File: config.mk
export PLATFORM = sky130hd
export DESIGN_NAME = pixel_scan_sequencer_flat
export DESIGN_NICKNAME = d
export VERILOG_FILES = /design/src/rtl/pixel_scan_if.sv /design/src/rtl/pixel_scan_sequencer.sv /design/src/flat_wrapper.sv
export SDC_FILE = /design/constraint.sdc
export NUM_CORES = 1
export LEC_CHECK = 0
export CAP_MARGIN = 0
export CORE_ASPECT_RATIO = 0.6
export CORE_UTILIZATION = 32
export DETAILED_ROUTE_END_ITERATION = 16
export GPL_TIMING_DRIVEN = 0
export PLACE_DENSITY = 0.5
export SLEW_MARGIN = 20
export SYNTH_ARGS = -nofsm -noshare
export SYNTH_HDL_FRONTEND = slang
export SYNTH_SLANG_ARGS = --single-unit
File: constraint.sdc
create_clock -name clk -period 4.9 [get_ports clk]
set_input_delay 0.98 -clock clk [delete_from_list [all_inputs] [get_ports clk]]
set_output_delay 0.98 -clock clk [all_outputs]
set_load 0.01 [all_outputs]
File: src/rtl/pixel_scan_if.sv
// Pixel sample stream from the scan sequencer to generate_ray, with the shared stall.
// The master drives the sample tuple; the slave (ray pipeline) drives stall.
interface pixel_scan_if #(
  parameter int COORD_W = 10,
  parameter int SPP_W   = 3
) ();

  logic [COORD_W-1:0] pixel_x;
  logic [COORD_W-1:0] pixel_y;
  logic [SPP_W-1:0]   sample_idx;
  logic               pixel_valid;
  logic               last_sample;
  logic               stall;

  modport master (
    output pixel_x,
    output pixel_y,
    output sample_idx,
    output pixel_valid,
    output last_sample,
    input  stall
  );

  modport slave (
    input  pixel_x,
    input  pixel_y,
    input  sample_idx,
    input  pixel_valid,
    input  last_sample,
    output stall
  );

endinterface

File: src/rtl/pixel_scan_sequencer.sv
// Raster-order (x, y, sample) generator for one frame, followed by a stall-aware
// drain of the downstream ray pipeline and a one-cycle frame_done pulse.
module pixel_scan_sequencer #(
  parameter int PIXEL_WIDTH  = 800,
  parameter int PIXEL_HEIGHT = 600,
  parameter int SPP          = 4,
  parameter int PIPE_LATENCY = 4,
  parameter int COORD_W      = 10,
  parameter int SPP_W        = $clog2(SPP + 1)
) (
  input  logic              clk,
  input  logic              rst,
  input  logic              frame_start,
  input  logic              abort,
  pixel_scan_if.master      pix,
  output logic              frame_busy,
  output logic              frame_done
);

  localparam int CNT_W = $clog2(PIPE_LATENCY + 1);

  localparam logic [COORD_W-1:0] X_MAX     = COORD_W'(PIXEL_WIDTH - 1);
  localparam logic [COORD_W-1:0] Y_MAX     = COORD_W'(PIXEL_HEIGHT - 1);
  localparam logic [SPP_W-1:0]   S_MAX     = SPP_W'(SPP - 1);
  localparam logic [COORD_W-1:0] COORD_ZERO = COORD_W'(0);
  localparam logic [SPP_W-1:0]   S_ZERO    = SPP_W'(0);
  localparam logic [CNT_W-1:0]   CNT_INIT  = CNT_W'(PIPE_LATENCY);
  localparam logic [CNT_W-1:0]   CNT_ONE   = CNT_W'(1);
  localparam logic [CNT_W-1:0]   CNT_ZERO  = CNT_W'(0);

  typedef enum logic [1:0] {
    ST_IDLE  = 2'd0,
    ST_SCAN  = 2'd1,
    ST_DRAIN = 2'd2,
    ST_DONE  = 2'd3
  } state_t;

  state_t             state_r;
  state_t             state_nxt_s;
  logic [COORD_W-1:0] x_r;
  logic [COORD_W-1:0] y_r;
  logic [SPP_W-1:0]   s_r;
  logic [CNT_W-1:0]   cnt_r;
  logic [COORD_W-1:0] x_nxt_s;
  logic [COORD_W-1:0] y_nxt_s;
  logic [SPP_W-1:0]   s_nxt_s;
  logic [CNT_W-1:0]   cnt_nxt_s;
  logic               valid_r;
  logic               busy_r;
  logic               done_r;
  logic               accept_s;
  logic               at_last_s;

  assign accept_s  = valid_r & ~pix.stall;
  assign at_last_s = (x_r == X_MAX) & (y_r == Y_MAX) & (s_r == S_MAX);

  // Next-state and next-counter logic; abort overrides every state.
  always_comb begin
    state_nxt_s = state_r;
    x_nxt_s     = x_r;
    y_nxt_s     = y_r;
    s_nxt_s     = s_r;
    cnt_nxt_s   = cnt_r;
    if (abort) begin
      state_nxt_s = ST_IDLE;
      x_nxt_s     = COORD_ZERO;
      y_nxt_s     = COORD_ZERO;
      s_nxt_s     = S_ZERO;
      cnt_nxt_s   = CNT_ZERO;
    end else begin
      case (state_r)
        ST_IDLE: begin
          x_nxt_s   = COORD_ZERO;
          y_nxt_s   = COORD_ZERO;
          s_nxt_s   = S_ZERO;
          cnt_nxt_s = CNT_ZERO;
          if (frame_start) begin
            state_nxt_s = ST_SCAN;
          end else begin
            state_nxt_s = ST_IDLE;
          end
        end
        ST_SCAN: begin
          if (accept_s) begin
            // The final tuple stays on the bus through the drain, so no wrap here.
            if (at_last_s) begin
              state_nxt_s = ST_DRAIN;
              cnt_nxt_s   = CNT_INIT;
            end else if (s_r != S_MAX) begin
              s_nxt_s = s_r + 1'b1;
            end else begin
              s_nxt_s = S_ZERO;
              if (x_r != X_MAX) begin
                x_nxt_s = x_r + 1'b1;
              end else begin
                x_nxt_s = COORD_ZERO;
                y_nxt_s = y_r + 1'b1;
              end
            end
          end else begin
            state_nxt_s = ST_SCAN;
          end
        end
        ST_DRAIN: begin
          if (pix.stall) begin
            cnt_nxt_s = cnt_r;
          end else if (cnt_r == CNT_ONE) begin
            state_nxt_s = ST_DONE;
            cnt_nxt_s   = CNT_ZERO;
          end else begin
            cnt_nxt_s = cnt_r - 1'b1;
          end
        end
        ST_DONE: begin
          state_nxt_s = ST_IDLE;
          x_nxt_s     = COORD_ZERO;
          y_nxt_s     = COORD_ZERO;
          s_nxt_s     = S_ZERO;
          cnt_nxt_s   = CNT_ZERO;
        end
        default: begin
          state_nxt_s = ST_IDLE;
          x_nxt_s     = COORD_ZERO;
          y_nxt_s     = COORD_ZERO;
          s_nxt_s     = S_ZERO;
          cnt_nxt_s   = CNT_ZERO;
        end
      endcase
    end
  end

  // State, counters and status flags; flags are precomputed from the next state.
  always_ff @(posedge clk) begin
    if (rst) begin
      state_r <= ST_IDLE;
      x_r     <= COORD_ZERO;
      y_r     <= COORD_ZERO;
      s_r     <= S_ZERO;
      cnt_r   <= CNT_ZERO;
      valid_r <= 1'b0;
      busy_r  <= 1'b0;
      done_r  <= 1'b0;
    end else begin
      state_r <= state_nxt_s;
      x_r     <= x_nxt_s;
      y_r     <= y_nxt_s;
      s_r     <= s_nxt_s;
      cnt_r   <= cnt_nxt_s;
      valid_r <= (state_nxt_s == ST_SCAN);
      busy_r  <= (state_nxt_s != ST_IDLE);
      done_r  <= (state_nxt_s == ST_DONE);
    end
  end

  assign pix.pixel_x     = x_r;
  assign pix.pixel_y     = y_r;
  assign pix.sample_idx  = s_r;
  assign pix.pixel_valid = valid_r;
  assign pix.last_sample = valid_r & at_last_s;
  assign frame_busy      = busy_r;
  assign frame_done      = done_r;

endmodule

File: src/flat_wrapper.sv
// flat-port wrapper written by rule: the top's interface ports become plain ports
module pixel_scan_sequencer_flat 
#(
  parameter int PIXEL_WIDTH  = 800,
  parameter int PIXEL_HEIGHT = 600,
  parameter int SPP          = 4,
  parameter int PIPE_LATENCY = 4,
  parameter int COORD_W      = 10,
  parameter int SPP_W        = $clog2(SPP + 1)
)
  (clk, rst, frame_start, abort, frame_busy, frame_done, pix_pixel_x, pix_pixel_y, pix_sample_idx, pix_pixel_valid, pix_last_sample, pix_stall);
  pixel_scan_if #(.COORD_W(COORD_W), .SPP_W(SPP_W)) pix_i ();
  input  logic clk;
  input  logic rst;
  input  logic frame_start;
  input  logic abort;
  output logic frame_busy;
  output logic frame_done;
  output wire logic [$bits(pix_i.pixel_x)-1:0] pix_pixel_x;
  output wire logic [$bits(pix_i.pixel_y)-1:0] pix_pixel_y;
  output wire logic [$bits(pix_i.sample_idx)-1:0] pix_sample_idx;
  output wire logic [$bits(pix_i.pixel_valid)-1:0] pix_pixel_valid;
  output wire logic [$bits(pix_i.last_sample)-1:0] pix_last_sample;
  input wire logic [$bits(pix_i.stall)-1:0] pix_stall;
  assign pix_pixel_x = pix_i.pixel_x;
  assign pix_pixel_y = pix_i.pixel_y;
  assign pix_sample_idx = pix_i.sample_idx;
  assign pix_pixel_valid = pix_i.pixel_valid;
  assign pix_last_sample = pix_i.last_sample;
  assign pix_i.stall = pix_stall;
  pixel_scan_sequencer #(.PIXEL_WIDTH(PIXEL_WIDTH), .PIXEL_HEIGHT(PIXEL_HEIGHT), .SPP(SPP), .PIPE_LATENCY(PIPE_LATENCY), .COORD_W(COORD_W), .SPP_W(SPP_W)) u_core (.clk(clk), .rst(rst), .frame_start(frame_start), .abort(abort), .pix(pix_i), .frame_busy(frame_busy), .frame_done(frame_done));
endmodule
==> metrics.txt <==
# TYPE chip_impl_metric gauge
chip_impl_info{name="status",value="finished, final reports clean"} 1
chip_impl_info{name="crit_path_start",value="u_core.pix.pixel_y[3]$_SDFFE_PP0P_"} 1
chip_impl_metric{name="ctsResizeCount",unit=""} 0
chip_impl_metric{name="r2r_slack",unit="ps"} 2300
chip_impl_metric{name="cts.repair_timing.setup_buffer_count",unit=""} 0
chip_impl_metric{name="tightest_slew",unit="ps"} 784
chip_impl_metric{name="cp.depth",unit=""} 4
chip_impl_metric{name="die_extent_in_y",unit="microns"} 59.0
chip_impl_metric{name="clock_latency",unit="ps"} 280
chip_impl_metric{name="io_pins",unit=""} 32
chip_impl_metric{name="antenna_violating_nets_post_route",unit=""} 0
chip_impl_metric{name="setup-violations-final",unit=""} 0
chip_impl_info{name="cts_root_buf",value="sky130_fd_sc_hd__clkbuf_8"} 1
chip_impl_metric{name="grt_overflow",unit=""} 0
chip_impl_info{name="end_kind",value="primary output"} 1
chip_impl_info{name="timing.rr.start",value="u_core.state_r[0]$_SDFF_PP0_"} 1
chip_impl_metric{name="drt_first_iter_violations",unit=""} 65
chip_impl_info{name="timing.critical_path.slowest_stage_cell",value="sky130_fd_sc_hd__nor4b_1"} 1
chip_impl_metric{name="layout_cells_sized_above_1",unit=""} 0.0667
chip_impl_metric{name="holdWs",unit="ps"} 472
chip_impl_info{name="start_kind",value="flop"} 1
chip_impl_metric{name="dp_hpwl",unit="microns"} 3240
chip_impl_metric{name="area_enclosed_by_the_die_boundary",unit="sq mm"} 0.00573
chip_impl_metric{name="synth_register_bits",unit=""} 31
chip_impl_metric{name="cts_buffers",unit=""} 5
chip_impl_metric{name="syn_area_per_cell",unit="sq um"} 8.54
chip_impl_metric{name="worst_ep_arrival_time",unit="ps"} 2480
chip_impl_metric{name="numClockSinks",unit=""} 31
chip_impl_metric{name="max_clock_freq",unit="GHz"} 0.289
chip_impl_metric{name="final_hold_viol_count",unit=""} 0
chip_impl_metric{name="path_clk_slew",unit="ps"} 60
chip_impl_metric{name="vdd.ir_drop.worst",unit="mV"} 0.134
chip_impl_metric{name="final_net_count",unit=""} 255
chip_impl_metric{name="cpPeakStageDelay",unit="ps"} 700
chip_impl_metric{name="synth_area",unit="sq mm"} 0.00173
chip_impl_info{name="setup.worst_path.end",value="pix_last_sample"} 1
chip_impl_metric{name="number_of_design_rule_violations_left_after_detail_routing",unit=""} 0
chip_impl_metric{name="syn-instance-count",unit=""} 203
chip_impl_metric{name="timing.max_cap.violations",unit=""} 0
chip_impl_metric{name="vias",unit=""} 1578
chip_impl_metric{name="route.detailed.vias_per_inst",unit=""} 5.16
chip_impl_metric{name="power.density",unit="mW/mm^2"} 219
chip_impl_metric{name="clock_tree.buffer_depth",unit=""} 2
chip_impl_metric{name="detail_route.wirelength",unit="microns"} 4370
chip_impl_metric{name="fin_worst_skew",unit="ps"} 2.51
chip_impl_metric{name="synth_enable_flop_cells",unit=""} 0
chip_impl_metric{name="cts-htree-levels",unit=""} 2
chip_impl_metric{name="core_ar",unit="sq mm"} 0.00513
chip_impl_metric{name="syn_nets",unit=""} 217
chip_impl_metric{name="first_pass_grt_wire_length",unit="microns"} 7290
chip_impl_metric{name="drt-wirelength-per-cell",unit="microns"} 14.3
chip_impl_metric{name="die-width",unit="microns"} 97.0
chip_impl_metric{name="drt_pass1_iterations",unit=""} 4
chip_impl_metric{name="fp_rows",unit=""} 20
chip_impl_metric{name="ff2ff_path_depth",unit=""} 8
chip_impl_metric{name="number_of_hold_buffers_added_after_cts",unit=""} 0
chip_impl_metric{name="yosysWarnings",unit=""} 0
chip_impl_metric{name="yosys.cell_types.count",unit=""} 45
chip_impl_info{name="commonest_cells_after_routing_fill_and_taps_aside",value="sky130_fd_sc_hd__clkdlybuf4s50_1 (31), sky130_fd_sc_hd__dfxtp_1 (31), sky130_fd_sc_hd__nor2_1 (20), sky130_fd_sc_hd__a21oi_1 (14)"} 1
chip_impl_metric{name="synth-seq-area-share",unit=""} 0.358
chip_impl_metric{name="largest_net_degree_at_the_start_of_global_routing",unit=""} 11
chip_impl_info{name="rsz0062_at_grt",value="no"} 1
chip_impl_info{name="critical_path.top_delay_family",value="simple AND/OR/NAND/NOR gates"} 1
chip_impl_metric{name="final_min_period_over_clock_period",unit=""} 0.705
chip_impl_metric{name="grt.total_usage",unit=""} 0.166
chip_impl_metric{name="leakagePower",unit="nW"} 0.749
chip_impl_info{name="crit_path_cell_trace",value="nor4b_1 > nand2_1 > nor4_1 > clkdlybuf4s50_1"} 1
chip_impl_info{name="synthFlopType",value="sky130_fd_sc_hd__dfxtp_1"} 1
chip_impl_metric{name="finalMaxSlewViolations",unit=""} 0
chip_impl_metric{name="ys_async_sr_fraction",unit=""} 0
chip_impl_metric{name="cp.required",unit="ps"} 3920
chip_impl_metric{name="first_global_vias",unit=""} 1414
chip_impl_info{name="cts_tree",value="done"} 1
chip_impl_metric{name="critPathMaxFanout",unit=""} 7
chip_impl_metric{name="critPathBufInv",unit=""} 1
chip_impl_metric{name="fin_tns_setup",unit="ps"} 0
chip_impl_metric{name="layout-area-overhead-vs-synth",unit="%"} 26.8
chip_impl_metric{name="timing.slew.headroom",unit=""} 0.474
chip_impl_info{name="criticalPathCategory",value="flop to primary output"} 1
chip_impl_metric{name="antenna_found_initial",unit=""} 0
chip_impl_metric{name="finalCriticalPeriod",unit="ps"} 3460
chip_impl_metric{name="port-buffer-count",unit=""} 31
chip_impl_info{name="min-delay-path-class",value="flop to flop"} 1
chip_impl_metric{name="initial_utilization",unit=""} 0.338
chip_impl_metric{name="finalWorstSetupSlack",unit="ps"} 1440
chip_impl_metric{name="routabilityCongestion",unit=""} 0.755
chip_impl_metric{name="final_core_utilization",unit=""} 0.429
chip_impl_metric{name="insertedDiodeCount",unit=""} 0
chip_impl_info{name="critical_path.reg2reg.endpoint",value="u_core.pix.pixel_y[5]$_SDFFE_PP0P_"} 1
chip_impl_metric{name="setup_slack_after_placement",unit="ps"} 1710
==> worst reg2reg max path, delay by kind of cell, from the launching register on <==
kind	cells	cell delay, ps
and+or+nand+nor	2	810
buffers and inverters	2	290
AOI/OAI and AO/OA	3	730
DFF	1	390
adders and majority gates	1	290
==> metrics by stage <==
| stage | instances | total power, W | area, sq um |
|---|---|---|---|
| 2_1_floorplan | 203 | 0.000286 | 1730 |
| 5_1_grt | 306 | 0.000505 | 2200 |
| 4_1_cts | 306 | 0.000485 | 2200 |
| 3_5_place_dp | 300 | 0.000300 | 2130 |
| 3_3_place_gp | 300 | 0.000300 | 2130 |
| 6_report | 306 | 0.000481 | 2200 |
==> report_power, final <==
part | total, W | internal (W) | switching, W | leakage [nW]
clock | 0.000186 | 0.0000945 | 0.0000918 | 0.0371
combinational | 0.0000380 | 0.0000147 | 0.0000233 | 0.462
sequential | 0.000256 | 0.000254 | 0.00000221 | 0.250
total | 0.000481 | 0.000363 | 0.000117 | 0.749
==> area by class of cell <==
type / count / area [sq um]
tap: 66 / 82.6
multi-input combinational: 154 / 1040
fill: 521 / 2930
timing repair buffer: 31 / 310
buffer: 5 / 20.0
clock buffer: 6 / 72.6
inverter: 13 / 48.8
sequential: 31 / 621
==> worst min path at each step <==
stage,endpoint,slack (ps),depth (start not counted),startpoint
global placement,u_core.cnt_r[1]$_SDFFE_PP0P_,470,2,u_core.cnt_r[1]$_SDFFE_PP0P_
floorplan,u_core.cnt_r[1]$_SDFFE_PP0P_,440,2,u_core.cnt_r[1]$_SDFFE_PP0P_
CTS,u_core.cnt_r[1]$_SDFFE_PP0P_,470,2,u_core.cnt_r[1]$_SDFFE_PP0P_
global route,u_core.cnt_r[1]$_SDFFE_PP0P_,510,2,u_core.cnt_r[1]$_SDFFE_PP0P_
finish,u_core.cnt_r[1]$_SDFFE_PP0P_,470,2,u_core.cnt_r[1]$_SDFFE_PP0P_
detailed placement,u_core.cnt_r[1]$_SDFFE_PP0P_,460,2,u_core.cnt_r[1]$_SDFFE_PP0P_
==> registers in the layout, indices dropped and copies added (netlist names) <==
name,cells
u_core.pix.pixel_valid,1
u_core.state_r,2
u_core.frame_done,1
u_core.pix.sample_idx,3
u_core.pix.pixel_x,10
u_core.frame_busy,1
u_core.cnt_r,3
u_core.pix.pixel_y,10
==> cell usage after synthesis (3+ instances only) <==
| master | number | share of area |
|---|---|---|
| sky130_fd_sc_hd__nor3_1 | 4 | 0.012 |
| sky130_fd_sc_hd__o21ai_0 | 8 | 0.023 |
| sky130_fd_sc_hd__or4_1 | 4 | 0.017 |
| sky130_fd_sc_hd__o211ai_1 | 3 | 0.013 |
| sky130_fd_sc_hd__nor2_1 | 20 | 0.043 |
| sky130_fd_sc_hd__a21oi_2 | 3 | 0.015 |
| sky130_fd_sc_hd__clkbuf_1 | 3 | 0.0065 |
| sky130_fd_sc_hd__ha_1 | 9 | 0.065 |
| sky130_fd_sc_hd__dfxtp_1 | 31 | 0.36 |
| sky130_fd_sc_hd__a31oi_1 | 3 | 0.011 |
| sky130_fd_sc_hd__nand3_1 | 13 | 0.038 |
| sky130_fd_sc_hd__xnor2_1 | 3 | 0.015 |
| sky130_fd_sc_hd__nor2b_1 | 3 | 0.011 |
| sky130_fd_sc_hd__a21oi_1 | 14 | 0.040 |
| sky130_fd_sc_hd__nor4_1 | 4 | 0.014 |
| sky130_fd_sc_hd__nand2_1 | 6 | 0.013 |
| sky130_fd_sc_hd__xor2_1 | 8 | 0.040 |
| sky130_fd_sc_hd__o21ai_1 | 3 | 0.0087 |
| sky130_fd_sc_hd__o31ai_1 | 3 | 0.013 |
| sky130_fd_sc_hd__inv_1 | 13 | 0.028 |
| sky130_fd_sc_hd__and3_1 | 4 | 0.014 |
| sky130_fd_sc_hd__or3_1 | 5 | 0.018 |
| sky130_fd_sc_hd__nand4_1 | 6 | 0.022 |
==> per-layer routing <==
layer  vias up  track usage  wire length (microns)
met5         -            0                      0
met4         0       0.0576                     50
met3         8       0.0472                    247
met2        40        0.199                   1440
met1       707        0.266                   2640
li1        823            -                      -
==> cell families (layout without fill, tap and decap cells) <==
| family | after synthesis | in the layout | share of synthesized area |
|---|---|---|---|
| compound gates | 46 | 46 | 0.183 |
| fa+ha+maj | 9 | 9 | 0.0649 |
| mux | 2 | 2 | 0.0115 |
| simple gates | 86 | 86 | 0.288 |
| flops | 31 | 31 | 0.358 |
| xor+xnor | 11 | 11 | 0.0556 |
| buf+inv | 18 | 55 | 0.0397 |
Power figures use the tool's default switching activity.
